### src/rtl/stopwatch_controller.sv
// rtl/stopwatch_controller.sv - run/pause/idle sequencer, seconds prescaler and minutes-counter strobes
module stopwatch_controller #(
  parameter int TICKS_PER_SEC = 100_000_000
) (
  input  logic       clk,
  input  logic       rst,
  input  logic       start,
  input  logic       stop,
  input  logic       clear,
  output logic [5:0] seconds,
  output logic       min_enable,
  output logic       min_clear,
  output logic       running,
  output logic [1:0] state
);

  localparam int PW = (TICKS_PER_SEC > 1) ? $clog2(TICKS_PER_SEC) : 1;
  localparam logic [PW-1:0] PRESC_LAST = PW'(TICKS_PER_SEC - 1);

  typedef enum logic [1:0] {
    IDLE    = 2'b00,
    RUNNING = 2'b01,
    PAUSED  = 2'b10
  } state_t;

  state_t state_q;
  state_t state_d;

  logic start_prev;
  logic stop_prev;
  logic clear_prev;

  logic start_rise;
  logic stop_rise;
  logic clear_rise;

  // Priority-resolved actions: clear beats stop beats start.
  logic clear_act;
  logic stop_act;
  logic start_act;

  logic [PW-1:0] presc;
  logic          advance;
  logic          tick;

  assign start_rise = start & ~start_prev;
  assign stop_rise  = stop  & ~stop_prev;
  assign clear_rise = clear & ~clear_prev;

  assign clear_act = clear_rise;
  assign stop_act  = stop_rise  & ~clear_rise;
  assign start_act = start_rise & ~clear_rise & ~stop_rise;

  // A cycle advances only if it begins in RUNNING and nothing will take it out.
  assign advance = (state_q == RUNNING) & ~clear_rise & ~stop_rise;
  assign tick    = advance & (presc == PRESC_LAST);

  // Previous button levels for rising-edge detection.
  always_ff @(posedge clk) begin
    if (rst) begin
      start_prev <= 1'b0;
      stop_prev  <= 1'b0;
      clear_prev <= 1'b0;
    end else begin
      start_prev <= start;
      stop_prev  <= stop;
      clear_prev <= clear;
    end
  end

  // FSM state register.
  always_ff @(posedge clk) begin
    if (rst) begin
      state_q <= IDLE;
    end else begin
      state_q <= state_d;
    end
  end

  // FSM next-state logic.
  always_comb begin
    state_d = state_q;
    if (clear_act) begin
      state_d = IDLE;
    end else begin
      case (state_q)
        IDLE:    if (start_act) state_d = RUNNING;
        RUNNING: if (stop_act)  state_d = PAUSED;
        PAUSED:  if (start_act) state_d = RUNNING;
        default: state_d = IDLE;
      endcase
    end
  end

  // FSM outputs decoded from the registered state only.
  always_comb begin
    state   = state_q;
    running = (state_q == RUNNING);
  end

  // Prescaler, seconds count and the registered minutes-counter strobes.
  always_ff @(posedge clk) begin
    if (rst) begin
      presc      <= '0;
      seconds    <= 6'd0;
      min_enable <= 1'b0;
      min_clear  <= 1'b0;
    end else begin
      min_clear  <= clear_act;
      min_enable <= tick & (seconds == 6'd59);
      if (clear_act || (start_act && state_q == IDLE)) begin
        presc   <= '0;
        seconds <= 6'd0;
      end else if (advance) begin
        if (tick) begin
          presc   <= '0;
          seconds <= (seconds == 6'd59) ? 6'd0 : seconds + 6'd1;
        end else begin
          presc <= presc + PW'(1);
        end
      end
    end
  end

endmodule

### config.mk
export PLATFORM = sky130hd
export DESIGN_NAME = stopwatch_controller
export DESIGN_NICKNAME = d
export VERILOG_FILES = /design/src/rtl/stopwatch_controller.sv
export SDC_FILE = /design/constraint.sdc
export NUM_CORES = 1
export LEC_CHECK = 0
export BUFFER_PORTS_ARGS = -buffer_cell sky130_fd_sc_hd__buf_4
export CORE_UTILIZATION = 23
export DETAILED_ROUTE_END_ITERATION = 7
export GPL_TIMING_DRIVEN = 0
export SYNTH_ARGS = -nofsm -noshare
export SYNTH_HDL_FRONTEND = slang
export SYNTH_SLANG_ARGS = --single-unit
### constraint.sdc
create_clock -name clk -period 2.86 [get_ports clk]
set_input_delay 0.143 -clock clk [delete_from_list [all_inputs] [get_ports clk]]
set_output_delay 0.143 -clock clk [all_outputs]
set_load 0.05 [all_outputs]
After elaboration in Yosys (flattened, before gate mapping)
Index checks and enable logic that the tools add are counted.

Add/sub/neg operators: 2. Equal/unequal tests: 6. Multiplexer cells: 5. Bitwise operators: 15. Reductions and logical operators: 8.

Operator list (number): adder 27 x 1 -> 27 bit, second input constant (1); equality test 27 bit, second input constant (1); 2-to-1 mux 27 bit (1); AND 1 bit (10); adder 6 x 1 -> 6 bit, second input constant (1); equality test 6 bit, second input constant (1); 2-to-1 mux 6 bit (1); OR reduction 2 bit (3); inverter 1 bit (5); 2-to-1 mux 2 bit (2); inequality test 2 x 1 -> 1 bit, second input constant (2); case mux 2 bit (2 select lines) (1); AND reduction 2 bit (2); equality test 2 x 1 -> 1 bit, second input constant (1); equality test 2 bit, second input constant (1); logical NOT 2 bit (1); logical AND 1 bit (1); logical OR 1 bit (1).

Register bits: 40. Bits of input ports: 5. Output and inout port bits: 11. Logic and storage cells: 44.

Logic depth before layout (Yosys ltp)
Gate-level depths: netlist of the first run.

Word-level depth: 8. Gate-level depth with buffers: 8. Mapped depth without buffers: 6.

Least setup slack after synthesis of the first run
OpenSTA, ideal clock, no wires.

Kind: reg-to-reg. Start: reg state_q[0], in the netlist state[0]. End: reg seconds[4]. Library setup time: 0.114 ns. Arrival: 2.186 ns. Data required time: 2.746 ns. Slack: 0.560 ns. Stages on the path, launching flop included: 7. Path buffers: 1. Period minus slack after synthesis: 2.300 ns. Cells stage by stage: dfxtp_1 > nand2b_1 > nor3_2 > nand2_1 > clkbuf_1 > o31a_1 > a21o_1.

Longest elaborated chain between the ends: 5. Elaborated cells on any way between the ends: 9. Classes of those cells: eq/ne (1); bitwise (3); reduce/logical (5).

RTL lines: start, declared (RTL line 26) `state_t state_q;`; start signal, assigned (RTL line 76) `state_q <= state_d;`; equality test 2 x 1 -> 1 bit (RTL line 55) `assign advance = (state_q == RUNNING) & ~clear_rise & ~stop_rise;`; AND 1 bit (2 in a row) (RTL line 55); AND 1 bit (RTL line 56) `assign tick = advance & (presc == PRESC_LAST);`; AND reduction 2 bit (no source line); end signal, assigned (RTL line 117) `seconds <= (seconds == 6'd59) ? 6'd0 : seconds + 6'd1;`; end, declared (RTL line 10) `output logic [5:0] seconds,`.

Parallel ways exist; a longest one is shown, timed or not. A chain may end at the register's enable or synchronous reset.

Worst setup path in the final report of the first run
Start: reg state_q[0], in the netlist state[0]. End: reg presc[22].

Longest elaborated chain between the ends: 5. Elaborated cells on any way between the ends: 9. Classes of those cells: eq/ne (1); mux (1); bitwise (3); reduce/logical (4).

RTL lines: equality test 2 x 1 -> 1 bit (RTL line 55); AND 1 bit (2 in a row) (RTL line 55); AND 1 bit (RTL line 56); 2-to-1 mux 27 bit (RTL line 115) `if (tick) begin`; end signal, assigned (RTL line 119) `presc <= presc + PW'(1);`; end, declared (RTL line 42) `logic [PW-1:0] presc;`.

Parallel ways exist; a longest one is shown, timed or not.

==> results of run 1 <==
[worst max path at each step]
stage | from | slack [ps] | cells after the start | endpoint
2_1_floorplan | state[0] | 560 | 6 | seconds[4]
3_3_place_gp | state[0] | 290 | 7 | presc[12]
3_5_place_dp | state[0] | 310 | 7 | presc[12]
4_1_cts | state[0] | 280 | 7 | presc[12]
5_1_grt | state[0] | 40 | 7 | presc[12]
6_report | state[0] | 310 | 7 | presc[22]
[per-stage QoR]
| stage | hold slack (ps) | utilization | power, µW | worst slack [ps] |
|---|---|---|---|---|
| 3_3_place_gp | 359.8 | 0.2686 | 623.9 | 289.0 |
| 4_1_cts | 44.21 | 0.2800 | 998.9 | 281.8 |
| 5_1_grt | 37.17 | 0.2800 | 1032 | 43.70 |
| 3_5_place_dp | 363.4 | 0.2686 | 624.1 | 312.0 |
| 2_1_floorplan | 214.6 | - | 607.0 | 559.8 |
| 6_report | 53.99 | 0.2800 | 979.8 | 314.9 |
[sequential cells by signal, indices dropped and copies added, names as in the netlist]
register and flops:
presc 27, min_clear 1, min_enable 1, start_prev 1
state 2, clear_prev 1, seconds 6, stop_prev 1
[metal layers]
layer	vias up	GRT usage	routed length, µm
li1	782	-	-
met1	716	0.1308	1918
met2	16	0.1622	1819
met3	5	0.02764	120
met4	0	0.04762	57
met5	-	0	0
[layout make-up]
type | count | area share
multi-input cells | 158 | 0.4586
flip-flops and latches | 40 | 0.3702
well taps | 102 | 0.05899
repair buffers | 15 | 0.05205
clock buffers | 5 | 0.03181
plain buffers | 6 | 0.01446
clock inverters | 3 | 0.008676
inverters | 3 | 0.005205
[cells by family (layout without fill, tap and decap cells)]
group,after synthesis,after routing,synth area share
AO/OA/AOI/OAI,21,21,0.07908
adder cells (fa/ha/maj),2,2,0.01363
buffers and inverters,9,32,0.02317
flip-flops,40,40,0.4363
AND/OR/NAND/NOR,110,110,0.3286
XOR/XNOR,25,25,0.1193
[critical path, stage by stage, from the launching register on]
cell,delay [ps]
dfxtp_1,430
nand2b_1,160
nor3_2,660
nand2_1,220
clkbuf_1,310
o21ai_4,350
buf_4,240
nor2_1,60
[cell usage after synthesis (3+ instances only)]
cell type / count
o21ai_0: 4
inv_1: 3
dfxtp_1: 40
or4_1: 3
nand2_1: 11
and2_1: 3
a21oi_1: 5
xnor2_1: 3
nand4_1: 16
nand3_1: 12
or4b_1: 3
o31ai_1: 4
and3_1: 5
nor2_1: 33
nor4_1: 4
xor2_1: 22
nor2b_1: 6
clkbuf_1: 3
[power groups by stage]
| stage | sequential (µW) | combinational, µW | clock, µW |
|---|---|---|---|
| finish | 562 | 48.2 | 370 |
| global placement | 575 | 48.7 | 0 |
| detailed placement | 575 | 48.9 | 0 |
| floorplan | 580 | 27.2 | 0 |
| global route | 563 | 52.4 | 417 |
| CTS | 562 | 48.9 | 388 |
==> impl_results.md, run 1 <==
- Setup CP Type: reg2reg
- Clock share of power: 0.377
- # hold bufs at CTS: 0
- Register area share after synthesis: 0.4363
- Syn nets: 214
- Worst R2R Start: state[0]
- Iter 0 DRT Violations: 59
- Top-level port count: 16
- Status: completed
- Largest net degree at the start of global routing: 14
- CP Data Required Time: 3050 ps
- Post-CTS Resized: 0
- Initial Utilization: 0.2375
- FMAX: 0.3929 GHz
- Pre-antenna DRT Iters: 4
- Vias in the first global route: 1442
- Max Fanout on Critical Path: 10
- Nets@finish: 236
- Synth Cell Area: 1836 µm²
- YS warnings: 0
- Design internal power: 746.6 µW
- Pleak: 0.0007301 µW
- DP Area: 2076 µm²
- Port bufs: 15
- Hpwl dp: 2.743 mm
- Core area: 7727 µm²
- Sw Pwr: 233.2 µW
- GRT Residual Overflow: 0
- Final Wtd Congestion: 0.7666
- TritonCTS Buffers: 5
- Ys flop type: dfxtp_1
- DRT antenna net count: 0
- Global-route wire length before repair: 6.768 mm
- Crit start category: register
- Post-CTS Setup Inserts: 0
- Synth area leaders: dfxtp_1 44%, xor2_1 10%, nor2_1 6.7%, nand4_1 5.5%, nand3_1 3.3%
- Hold depth: 2
- # DRC: 0
- Post-synthesis async set-or-reset flop share: 0
- Fillcell total: 839
- FF-to-FF path depth: 7
- Gr usage total: 0.1031
- Arrival time worst endpoint: 2730 ps
- Setup TNS: 0 ps
- Rows: 32
- Layout cell share with drive strength beyond 1: 0.1304
- Post-route cell area: 2163 µm²
- CTS tree: built
- Worst-Margin Slew: 1104 ps
- Post-layout min period: 2545 ps
- PD cells: 452.9 nW/µm²
- Worst-skew pair later-pin latency: 290 ps
- Hold WC Path Type: in2reg
- Register area: 800.8 µm²
- CP Capture Type: register
- Fin. Hold Viols: 0
- Initial antenna violation count: 0
- Most frequent cells in the layout: 40 x dfxtp_1, 33 x nor2_1, 22 x xor2_1, 17 x buf_4, 16 x nand4_1
- Flop2flop setup slack: 310 ps
- Via count: 1519
- Top cell type's share of synthesized area: 0.4363
- Root Buffer: clkbuf_8
- Die Wd: 91.34 µm
- Hold Crit Start: rst
- Non-filler cells, final: 332
- Gate power share: 0.049
- H-tree levels: 2
- Vias/cell: 4.575
- RSZ-0062 raised after global routing: false
- Hold Path End: start_prev
- Flop pwr share: 0.574
- Routed len/inst: 11.79 µm
- Max-Cap Viols: 0
- Total Routed Length: 3.915 mm
- Die Height: 91.34 µm
- Clock sinks: 40
- Switching Fraction: 0.2380
- Cell count after synthesis: 207
- Post-synth cell types: 40
- Die ar.: 8342 µm²
- Clock transition at path regs: 80 ps
- Slew margin rel.: 0.2570
- Synth Register Bits: 40
- Synth-to-Final Area Change: 17.86%
- Yosys top cell by area: dfxtp_1
- Slew Viols, Final: 0
- Leading cell type in the layout, fill and taps excluded: dfxtp_1
- Antenna diode count: 0
- Syn avg cell area: 8.867 µm²
- Placed cells: 324
- Number of synthesized flops with an enable pin: 0
- Peak supply drop: 173.1 µV
- Footprint of the multi-input gates: 992.2 µm²
- Final worst path period share: 0.8899
- Final setup vio count: 0
- Clock Skew: 8.613 ps
- Crit Reg-Reg Endpoint: presc[22]
- Max clock buf depth: 2
Power figures use the tool's default switching activity.
==> run 2: changes to the inputs <==
--- a/config.mk
+++ b/config.mk
@@ -6,9 +6,10 @@
 export NUM_CORES = 1
 export LEC_CHECK = 0
 export BUFFER_PORTS_ARGS = -buffer_cell sky130_fd_sc_hd__buf_4
-export CORE_UTILIZATION = 23
+export CORE_UTILIZATION = 50
 export DETAILED_ROUTE_END_ITERATION = 7
 export GPL_TIMING_DRIVEN = 0
+export PLACE_DENSITY = 0.69
 export SYNTH_ARGS = -nofsm -noshare
 export SYNTH_HDL_FRONTEND = slang
 export SYNTH_SLANG_ARGS = --single-unit
==> impl_results.md, run 2 (synthesis results as in run 1) <==
- Gr usage total: 0.2202 (+0.1172)
- Clock Skew: 21.14 ps (+12.52 ps)
- Post-CTS Resized: 0 (unchanged)
- Worst-skew pair later-pin latency: 360 ps (+70 ps)
- CP bufs+invs: 2 (unchanged)
- RSZ-0062 raised after global routing: false
- DRT antenna net count: 0 (unchanged)
- Initial antenna violation count: 0 (unchanged)
- Delay-heaviest family, CP: simple AND/OR/NAND/NOR gates
- Vias in the first global route: 1471 (+2.0%)
- Port bufs: 15 (unchanged)
- Global-route wire length before repair: 6.817 mm (+0.72%)
- Post-CTS Setup Inserts: 0 (unchanged)
- CP Data Required Time: 3100 ps (+50 ps)
- Clock share of power: 0.374 (-0.003)
- Post-layout min period: 2593 ps (+47.73 ps)
- Arrival time worst endpoint: 2840 ps (+110 ps)
- Hold WC Path Type: in2reg
- Final Wtd Congestion: 0.8108 (+5.8%)
- Peak supply drop: 331.7 µV (+92%)
- Setup TNS: 0 ps (unchanged)
- Slew Viols, Final: 0 (unchanged)
- Max Fanout on Critical Path: 10 (unchanged)
- FMAX: 0.3857 GHz (-1.8%)
- Die ar.: 3918 µm² (-53%)
- Antenna diode count: 0 (unchanged)
- Fin. Hold Viols: 0 (unchanged)
- Root Buffer: clkbuf_4
- Slowest cell on the critical path: nor3_2
- Die Height: 62.59 µm (-31%)
- Switching Fraction: 0.2228 (-0.01519)
- Die Wd: 62.59 µm (-31%)
- Layout cell share with drive strength beyond 1: 0.1250 (-0.005435)
- Vias/cell: 5.705 (+25%)
- Register with the most flip-flops: presc
- Slowest cell delay on critical path: 660 ps (about the same)
- CP Capture Type: register
- Max clock buf depth: 2 (unchanged)
- Cells along the critical path: nand2b_1, nor3_2, nand2_1, clkbuf_1, o21ai_4, buf_4, nor2_1
- PD cells: 466.6 nW/µm² (+3.0%)
- Crit start category: register
- # DRC: 0 (unchanged)
- Final setup vio count: 0 (unchanged)
- H-tree levels: 2 (unchanged)
- Most frequent cells in the layout: 40 x dfxtp_1, 33 x nor2_1, 22 x xor2_1, 17 x buf_4, 16 x nand4_1
- Flop pwr share: 0.574 (about the same)
- Slew margin rel.: 0.3411 (+0.08411)
- Initial Utilization: 0.5374 (+0.2998)
- Hpwl dp: 2.726 mm (-0.60%)
- Worst-Margin Slew: 979.3 ps (-125.0 ps)
- Synth-to-Final Area Change: 14.52%
- Gate power share: 0.053 (+0.004)
- Pre-antenna DRT Iters: 4 (unchanged)
- Nets@finish: 238 (+0.85%)
- Hold_ws: 16.42 ps (-37.57 ps)
- Max reg flops: 27 (unchanged)
- Clock transition at path regs: 110 ps (+30 ps)
- Design internal power: 762.3 µW (+2.1%)
- Total power: 980.9 µW (+0.11%)
- Clock sinks: 40 (unchanged)
- Final worst path period share: 0.9066 (+0.01669)
- Leading cell type in the layout, fill and taps excluded: dfxtp_1
- TritonCTS Buffers: 5 (unchanged)
- # hold bufs at CTS: 2 (+2)
- Post-Route Utilization: 0.6154 (+0.3354)
- Total Routed Length: 3.926 mm (+0.28%)
- Pleak: 0.0007328 µW (+0.37%)
- Largest net degree at the start of global routing: 13 (-1)
- Core area: 3416 µm² (-56%)
- Iter 0 DRT Violations: 122 (+110%)
- Top-level port count: 16 (unchanged)
- Via count: 1586 (+4.4%)
- Max-Cap Viols: 0 (unchanged)
- Setup CP Type: reg2reg
- Status: completed
- CTS tree: built
- GRT Residual Overflow: 0 (unchanged)
- Sw Pwr: 218.6 µW (-6.3%)
- Routed len/inst: 14.12 µm (+20%)
- Rows: 21 (-34%)
run 2: cell count changes in the layout (fill, tap and decap cells not counted):
cell / change
clkinv_2: -1
dlygate4sd3_1: +2
clkbuf_4: +5
clkinv_4: -1
clkbuf_8: -5
clkbuf_1: +1
bufinv_16: +1
run 2: final cells by class:
type                            instances  area [µm²]
Multi-Input combinational cell        158       992.2
Clock inverter                          2       35.03
Fill cell                             320        1314
Inverter                                3       11.26
Tap cell                               46       57.56
Timing Repair Buffer                   17       132.6
Clock buffer                            6       41.29
Sequential cell                        40       800.8
Buffer                                  6       31.28
run 2: final timing paths:
kind | start | to | slack (ps) | depth (start not counted)
min reg2reg | clear_prev | min_clear | 430 | 1
min | start | start_prev | 20 | 2
max reg2reg | state[0] | presc[22] | 270 | 7
max | state[0] | presc[22] | 270 | 7
run 2: power by group through the flow:
stage	Sequential (µW)	Combinational [µW]	Clock, µW
finish	563	51.6	367
global route	563	55.8	406
floorplan	580	27.2	0
global placement	575	47.8	0
detailed placement	575	49.2	0
CTS	563	51.4	375
run 2: metal layers:
| metal | up-vias | track usage | part of all wire |
|---|---|---|---|
| li1 | 789 | - | - |
| met1 | 751 | 0.2724 | 0.44 |
| met2 | 40 | 0.3764 | 0.50 |
| met3 | 6 | 0.05474 | 0.047 |
| met4 | 0 | 0.06395 | 0.013 |
| met5 | - | 0 | 0 |
run 2: stage by stage:
step	std cells	cell area, µm²	setup WS (ps)
after floorplan	207	1836	559.8
after global placement	268	2006	444.7
after detailed placement	268	2006	339.3
after CTS	278	2102	311.1
after global routing	278	2102	23.75
final	278	2102	267.2
==> run 3: changes to the inputs <==
--- a/config.mk
+++ b/config.mk
@@ -9,7 +9,8 @@
 export CORE_UTILIZATION = 50
 export DETAILED_ROUTE_END_ITERATION = 7
 export GPL_TIMING_DRIVEN = 0
-export PLACE_DENSITY = 0.69
+export PLACE_DENSITY_LB_ADDON = 0.25
+export SLEW_MARGIN = 10
 export SYNTH_ARGS = -nofsm -noshare
 export SYNTH_HDL_FRONTEND = slang
 export SYNTH_SLANG_ARGS = --single-unit
==> impl_results.md, run 3 (synthesis results as in run 1) <==
- Slew Viols, Final: 0 (unchanged)
- Clock sinks: 40 (unchanged)
- Crit start category: register
- Routed len/inst: 13.34 µm (-5.5%)
- Post-CTS Setup Inserts: 0 (unchanged)
- Fillcell total: 313 (-2.2%)
- Setup CP Type: reg2reg
- Final setup vio count: 0 (unchanged)
- CP bufs+invs: 2 (unchanged)
- FMAX: 0.3962 GHz (+2.7%)
- Vias/cell: 5.558 (-2.6%)
- Largest net degree at the start of global routing: 12 (-1)
- Die Height: 62.59 µm (unchanged)
- Via count: 1534 (-3.3%)
- Max-Cap Viols: 0 (unchanged)
- Initial Utilization: 0.5374 (unchanged)
- Top-level port count: 16 (unchanged)
- Fin. Hold Viols: 0 (unchanged)
- Die ar.: 3918 µm² (unchanged)
- Post-placement worst setup slack: 380.0 ps (+40.67 ps)
- CP Capture Type: register
- Final Wtd Congestion: 0.7844 (-3.3%)
- Peak supply drop: 352.3 µV (+6.2%)
- DRT antenna net count: 0 (unchanged)
- Most frequent cells in the layout: 40 x dfxtp_1, 33 x nor2_1, 22 x xor2_1, 17 x buf_4, 16 x nand4_1
- Setup TNS: 0 ps (unchanged)
- Pre-antenna DRT Iters: 4 (unchanged)
- Register area: 800.8 µm² (unchanged)
- Clock transition at path regs: 110 ps (about the same)
- Rows: 21 (unchanged)
- Post-CTS Resized: 0 (unchanged)
- Port bufs: 15 (unchanged)
- Clock Skew: 4.125 ps (-17.01 ps)
- Hpwl dp: 2.612 mm (-4.2%)
- Global-route wire length before repair: 6.230 mm (-8.6%)
- Delay-heaviest family, CP: simple AND/OR/NAND/NOR gates
- Root Buffer: clkbuf_4
- CTS tree: built
- Status: completed
- H-tree levels: 2 (unchanged)
- # hold bufs at CTS: 1 (-1)
- CP Data Required Time: 3110 ps (about the same)
- Vias in the first global route: 1406 (-4.4%)
- Total Routed Length: 3.682 mm (-6.2%)
- Core area: 3416 µm² (unchanged)
- Initial antenna violation count: 0 (unchanged)
- Leading cell type in the layout, fill and taps excluded: dfxtp_1
- Cells along the critical path: nand2b_1, nor3_2, nand2_1, clkbuf_1, o21ai_4, buf_4, nor2_1
- Layout cell share with drive strength beyond 1: 0.1261 (+0.001087)
- GRT Residual Overflow: 0 (unchanged)
- Iter 0 DRT Violations: 93 (-24%)
- Nets@finish: 237 (-0.42%)
- Antenna diode count: 0 (unchanged)
- Worst-skew pair later-pin latency: 340 ps (-20 ps)
- Gr usage total: 0.2012 (-0.01900)
- RSZ-0062 raised after global routing: false
- Die Wd: 62.59 µm (unchanged)
- PD cells: 442.8 nW/µm² (-5.1%)
- Worst setup margin: 335.9 ps (+68.67 ps)
- Worst-Margin Slew: 1058 ps (+78.67 ps)
- Max Fanout on Critical Path: 10 (unchanged)
- Pleak: 0.0007237 µW (-1.2%)
- Hold WC Path Type: in2reg
- Slowest cell delay on critical path: 660 ps (about the same)
- TritonCTS Buffers: 5 (unchanged)
- Footprint of the multi-input gates: 992.2 µm² (unchanged)
- Max clock buf depth: 2 (unchanged)
- Slew margin rel.: 0.2882 (-0.05293)
- # DRC: 0 (unchanged)
- Synth-to-Final Area Change: 13.36%
- Max reg flops: 27 (unchanged)
- Register with the most flip-flops: presc
- Arrival time worst endpoint: 2770 ps (-70 ps)
- Post-layout min period: 2524 ps (-68.67 ps)
- Slowest cell on the critical path: nor3_2
- Final worst path period share: 0.8826 (-0.02401)
run 3: path summary, 6_finish.rpt:
| path | from | to | slack (ps) | cells after the start |
|---|---|---|---|---|
| max | state[1] | presc[3] | 340 | 7 |
| min | stop | stop_prev | 10 | 2 |
| max reg2reg | state[1] | presc[3] | 340 | 7 |
| min reg2reg | clear_prev | min_clear | 420 | 1 |
run 3: per-stage QoR:
stage	std cells	area (µm²)	utilization	total power [µW]	hold slack, ps
6_report	276	2081	0.6092	921.4	13.86
5_1_grt	276	2081	0.6092	966.4	9.149
3_5_place_dp	268	2006	0.5872	623.3	363.5
4_1_cts	276	2081	0.6092	932.3	6.152
3_3_place_gp	268	2006	0.5872	622.7	360.0
2_1_floorplan	207	1836	-	607.0	214.6
run 3: metal layers:
| layer | up-vias | share of wire | track usage |
|---|---|---|---|
| li1 | 788 | - | - |
| met1 | 706 | 0.47 | 0.2647 |
| met2 | 38 | 0.46 | 0.3111 |
| met3 | 2 | 0.061 | 0.04927 |
| met4 | 0 | 0.0049 | 0.08721 |
| met5 | - | 0 | 0 |
run 3: cell type report:
type | instances | area share
Inverter | 3 | 0.005412
Multi-Input combinational cell | 158 | 0.4768
Clock buffer | 7 | 0.03127
Timing Repair Buffer | 16 | 0.05893
Buffer | 6 | 0.01503
Sequential cell | 40 | 0.3848
Tap cell | 46 | 0.02766
run 3: power by group:
group	internal, µW	switching, µW
Sequential	561	1.96
Combinational	17.4	31.4
Clock	139	171
